<file path="config.mk">
export PLATFORM = sky130hd
export DESIGN_NAME = mux2_share_arbiter
export DESIGN_NICKNAME = d
export VERILOG_FILES = /design/src/rtl/mux2_share_arbiter.sv
export SDC_FILE = /design/constraint.sdc
export NUM_CORES = 1
export LEC_CHECK = 0
export ABC_AREA = 1
export CAP_MARGIN = 20
export CORE_ASPECT_RATIO = 0.8
export CORE_UTILIZATION = 35
export DETAILED_ROUTE_END_ITERATION = 16
export PLACE_DENSITY = 0.81
export SYNTH_ARGS = -nofsm -noshare
export SYNTH_HDL_FRONTEND = slang
export SYNTH_SLANG_ARGS = --single-unit
</file>
<file path="constraint.sdc">
create_clock -name clk -period 5.5 [get_ports clk]
set_input_delay 1.1 -clock clk [delete_from_list [all_inputs] [get_ports clk]]
set_output_delay 1.1 -clock clk [all_outputs]
set_load 0.02 [all_outputs]
</file>
<file path="src/rtl/mux2_share_arbiter.sv">
// Round-robin owner sequencer for a shared 2:1 mux: grants one requester at a time,
// forwards its word over valid/ready and forces a hand-over after MAX_BURST transfers.
module mux2_share_arbiter #(
    parameter int unsigned WIDTH     = 8,
    parameter int unsigned MAX_BURST = 4
) (
    input  logic             clk,
    input  logic             rst_n,
    input  logic             req0,
    input  logic [WIDTH-1:0] data0,
    input  logic             req1,
    input  logic [WIDTH-1:0] data1,
    input  logic             out_ready,
    output logic             gnt0,
    output logic             gnt1,
    output logic             sel,
    output logic             out_valid,
    output logic [WIDTH-1:0] out_data,
    output logic             xfer0,
    output logic             xfer1
);

    localparam int unsigned CNT_W = (MAX_BURST > 1) ? $clog2(MAX_BURST) : 1;
    localparam logic [CNT_W-1:0] CNT_LAST = CNT_W'(MAX_BURST - 1);

    typedef enum logic [1:0] {
        IDLE = 2'd0,
        OWN0 = 2'd1,
        OWN1 = 2'd2
    } state_e;

    state_e           state_q, state_d;
    logic [CNT_W-1:0] burst_cnt_q, burst_cnt_d;
    logic             last_owner_q, last_owner_d;
    logic             gnt0_q, gnt0_d;
    logic             gnt1_q, gnt1_d;
    logic             sel_q, sel_d;

    logic             transfer;
    logic             own_id;
    logic             own_req;
    logic             oth_req;
    state_e           oth_state;

    // State register; last_owner resets to port 1 so port 0 wins the first tie
    always_ff @(posedge clk or negedge rst_n) begin
        if (!rst_n) begin
            state_q      <= IDLE;
            burst_cnt_q  <= '0;
            last_owner_q <= 1'b1;
            gnt0_q       <= 1'b0;
            gnt1_q       <= 1'b0;
            sel_q        <= 1'b0;
        end else begin
            state_q      <= state_d;
            burst_cnt_q  <= burst_cnt_d;
            last_owner_q <= last_owner_d;
            gnt0_q       <= gnt0_d;
            gnt1_q       <= gnt1_d;
            sel_q        <= sel_d;
        end
    end

    // Next-state: owner-relative view so OWN0 and OWN1 share one rule set
    always_comb begin
        state_d      = state_q;
        burst_cnt_d  = burst_cnt_q;
        last_owner_d = last_owner_q;
        own_id       = 1'b0;
        own_req      = 1'b0;
        oth_req      = 1'b0;
        oth_state    = IDLE;

        case (state_q)
            IDLE: begin
                if (req0 && req1) begin
                    state_d = last_owner_q ? OWN0 : OWN1;
                end else if (req0) begin
                    state_d = OWN0;
                end else if (req1) begin
                    state_d = OWN1;
                end
            end
            OWN0, OWN1: begin
                own_id    = (state_q == OWN1);
                own_req   = own_id ? req1 : req0;
                oth_req   = own_id ? req0 : req1;
                oth_state = own_id ? OWN0 : OWN1;
                if (!own_req) begin
                    state_d      = oth_req ? oth_state : IDLE;
                    burst_cnt_d  = '0;
                    last_owner_d = own_id;
                end else if (transfer && (burst_cnt_q == CNT_LAST) && oth_req) begin
                    state_d      = oth_state;
                    burst_cnt_d  = '0;
                    last_owner_d = own_id;
                end else if (transfer) begin
                    // Wraps while the other port is idle so ownership continues
                    burst_cnt_d = (burst_cnt_q == CNT_LAST) ? '0 : burst_cnt_q + CNT_W'(1);
                end
            end
            default: begin
                state_d     = IDLE;
                burst_cnt_d = '0;
            end
        endcase

        gnt0_d = (state_d == OWN0);
        gnt1_d = (state_d == OWN1);
        // sel keeps its last value through IDLE
        sel_d  = (state_d == OWN1) ? 1'b1 : ((state_d == OWN0) ? 1'b0 : sel_q);
    end

    // Datapath-side outputs follow the registered grant and live requests
    always_comb begin
        out_valid = (gnt0_q & req0) | (gnt1_q & req1);
        out_data  = '0;
        if (gnt0_q && req0) begin
            out_data = data0;
        end else if (gnt1_q && req1) begin
            out_data = data1;
        end
        transfer = out_valid & out_ready;
        xfer0    = transfer & gnt0_q;
        xfer1    = transfer & gnt1_q;
    end

    assign gnt0 = gnt0_q;
    assign gnt1 = gnt1_q;
    assign sel  = sel_q;

endmodule
</file>
; ---- Word-level counts from Yosys, hierarchy flattened
; Cells that the tools add are included.
[word_totals]
out_inout_bits = 14
inputBits = 21
regBits = 8
wordCells = 53
[op_classes]
addsub = 1
bitwise = 7
eq_ne = 7
reduce_logical = 10
mux = 22
[op_table]
columns = op, n
row1 = $mux 2, 12
row2 = $mux 8, 2
row3 = $pmux 2 s2, 2
row4 = $eq 2x2->1 const B, 3
row5 = $mux 1, 6
row6 = $and 1x1->1, 5
row7 = $logic_and 1x1->1, 5
row8 = $eq 2x1->1 const B, 2
row9 = $ne 4x4->1 const B, 1
row10 = $reduce_and 2->1, 2
row11 = $add 2x1->2 const B, 1
row12 = $logic_not 2->1, 1
row13 = $ne 2x1->1 const B, 1
row14 = $reduce_bool 2->1, 1
row15 = $reduce_or 2->1, 1
row16 = $not 1->1, 1
row17 = $or 1x1->1, 1

; ---- Logic depth before layout (Yosys ltp)
[logic_depth]
ltp_word = 11
depth_mapped = 14
ltp_nobuf = 14

; ---- Least setup slack after synthesis
; Ideal clock, no wire load.
[synth_timing]
path_type = input -> output
startpoint = in req0
endpoint = out out_data[0]
path_stages = 3
arrival_time_ns = 1.834
path_buffers = 0
t_required_ns = 4.400
setup_slack_ns = 2.566
cell_sequence = nand2_2 -> nand3_1 -> o21ai_0
[synth_via]
elab_chain_len = 2
[synth_rtl]
columns = item, line_no
row1 = start: declaration, 9  ; input logic req0,
row2 = $logic_and 1x1->1, 118  ; if (gnt0_q && req0) begin
row3 = $mux 8, 118
row4 = end: declaration, 18  ; output logic [WIDTH-1:0] out_data,
; Every way passes these cells.

; ---- Final worst setup path
[layout_timing]
startpoint = in req0
endpoint = out out_data[5]
; Same word-level chain as after synthesis.

==> metrics.cfg <==
[status]
status=completed

[logic_synthesis]
syn_inst=102
avgSynthCellArea_sq_um=6.91
synth.ff_latch_count=8
synth_cell_types=19
synthesis.area_sq_um=704
ys_seq_area_share_pct=28.6
synth_fp_nets=129
yosys_warnings=0

[setup_path]
reg2reg_from=state_q[0]
r2r_setup_slack_ns=3.25
cp.arrival_ns=3.03
cp-start-kind=primary input
worstPathMaxFanout=12
crit_path_end_kind=output pin
critical_path_class=in -> out
critPathLaunch=req0
r2r_cells=13
worstPathRequired_ns=4.40
r2r_end=sel

[global_routing]
overflow=0
track_usage_pct=18.7
use_met3_pct=3.62
met1_usage_pct=20.6
use_met2_pct=33.8
grt_first_pass_wirelength_um=3070
grt_antenna_before_repair=0
top_usage_layer=met2
grt_start_max_net_pins=13
grt_pass1_vias=754

[job]
maxCapViolCount=0

[clock_network]
ctsResizeCount=0
insertion_delay_ns=0.26
cts_buffers=3
path_clk_slew_ns=0.05
clock_path_buffers=2
cts_root_buf=clkbuf_4
clkSinkCount=8
htreeDepth=1
cts_tree=done
hold_buffers=0
cts_setup_buffers=0

[detailed_routing]
num_vias=763
drtAntennaViolNets=0
post_drt_wl_per_cell_um=11.4
drt-total-wl_um=1850
drt_pass1_iterations=4
drtIter0Drc=11
drc_errors=0
avgViaCountPerCell=4.71

[floorplan]
initial_utilization_pct=37.2
die_w_um=52.2
dieArea_sq_um=2200
die_h_um=42.1
core.rowCount=14
ioPinCount=35
coreArea_sq_um=1890

[min_path]
hp-class=reg -> reg
whs_endpoint=last_owner_q
min_from=last_owner_q
whs_path_depth=2

[layout]
final_area_sq_um=1080
nNetsFinal=166
drive_gt1_share_pct=10.9
nFillCells=173
most-common-layout-cells=clkdlybuf4s50_1, inv_1, nand3_1
final_common_cell=clkdlybuf4s50_1
n_antenna_cell=0
area_growth_pct=53.6
utilization_pct=57.2

[timing]
worst_pin_slew_ns=0.452
rsz0062_at_grt=false
report.final.slew_viol_count=0
holdWs_ns=0.476
finalCritPeriodShare_pct=75.0
maxSlewHeadroom_pct=69.8
fin_crit_ns=4.13
report.final.hold_viol_count=0
max_freq_mhz=242
fin_skew_ns=0.00427
setup_viol=0
finalSetupTns_ns=0

[power_and_ir_drop]
power_density_nw_per_um2=386
fin_total_pwr_w=0.000417
irDropWorstVdd_v=0.000299
p_leak_nw=0.488

[placement]
postPlaceCellArea_sq_um=1060
gp_congestion=0.773
hpwl_um=1480
portBuffers=34

==> area by class of cell <==
class / instances / area, sq um / share of cell area, %
Clock buffer: 4 / 26.3 / 2.43
Multi-Input combinational cell: 70 / 402 / 37.1
Inverter: 22 / 82.6 / 7.63
Sequential cell: 8 / 201 / 18.6
Tap cell: 24 / 30.0 / 2.77
Timing Repair Buffer: 34 / 340 / 31.4
==> kinds of logic after synthesis <==
logic type	count (synthesis)	share of synthesized area (%)
buffers and inverters	24	14.4
and+or+nand+nor	41	27.5
adders and majority gates	6	10.7
AOI/OAI and AO/OA	22	17.2
muxes	1	1.60
DFF	8	28.6
==> synth_stat cells (all sizes together) <==
master  count  area, sq um
inv        22         82.6
ha          6         75.1
o21ai      16         80.1
dfrtp       7          175
nand3      14         70.1
dfstp       1         26.3
nand2      15         63.8
nor2       11         53.8
buf         2         18.8
a21oi       6         41.3
mux2        1         11.3
nand4       1         6.26
==> sequential cells by signal, summed over array words and instances, names as in the netlist <==
register	count
last_owner_q	1
state_q	2
sel	1
gnt0	1
gnt1	1
burst_cnt_q	2
==> how the worst max path moves through the flow <==
stage	endpoint	cells past startpoint
floorplan	out_data[0]	3
global placement	out_data[5]	5
detailed placement	out_data[5]	5
CTS	out_data[5]	5
global route	out_data[0]	5
finish	out_data[5]	5
==> per-stage QoR <==
step,std cells,setup WS (ns)
finish,162,1.37
global route,162,1.27
CTS,162,1.39
detailed placement,158,1.39
global placement,158,1.46
floorplan,102,2.57
==> metal layers <==
metal  vias to the layer above  routed length (um)
li1                        404                   -
met1                       331                 810
met2                        24                 880
met3                         4                 132
met4                         0                  31
met5                         -                   0
==> worst max-delay path, stage by stage <==
cell	delay, ns
clkdlybuf4s50_1	0.64
nand2_2	0.21
nand3_1	0.21
o21ai_0	0.24
clkdlybuf4s50_1	0.63
==> report_power, final <==
group	internal, W	switching, W	total, W	leakage (nW)
logic	0.000115	0.000148	0.000264	0.372
registers	0.0000834	0.0000216	0.000105	0.101
clock network	0.0000278	0.0000209	0.0000487	0.0150
total	0.000227	0.000191	0.000417	0.488
No activity file was read; power rests on OpenSTA's default activity.
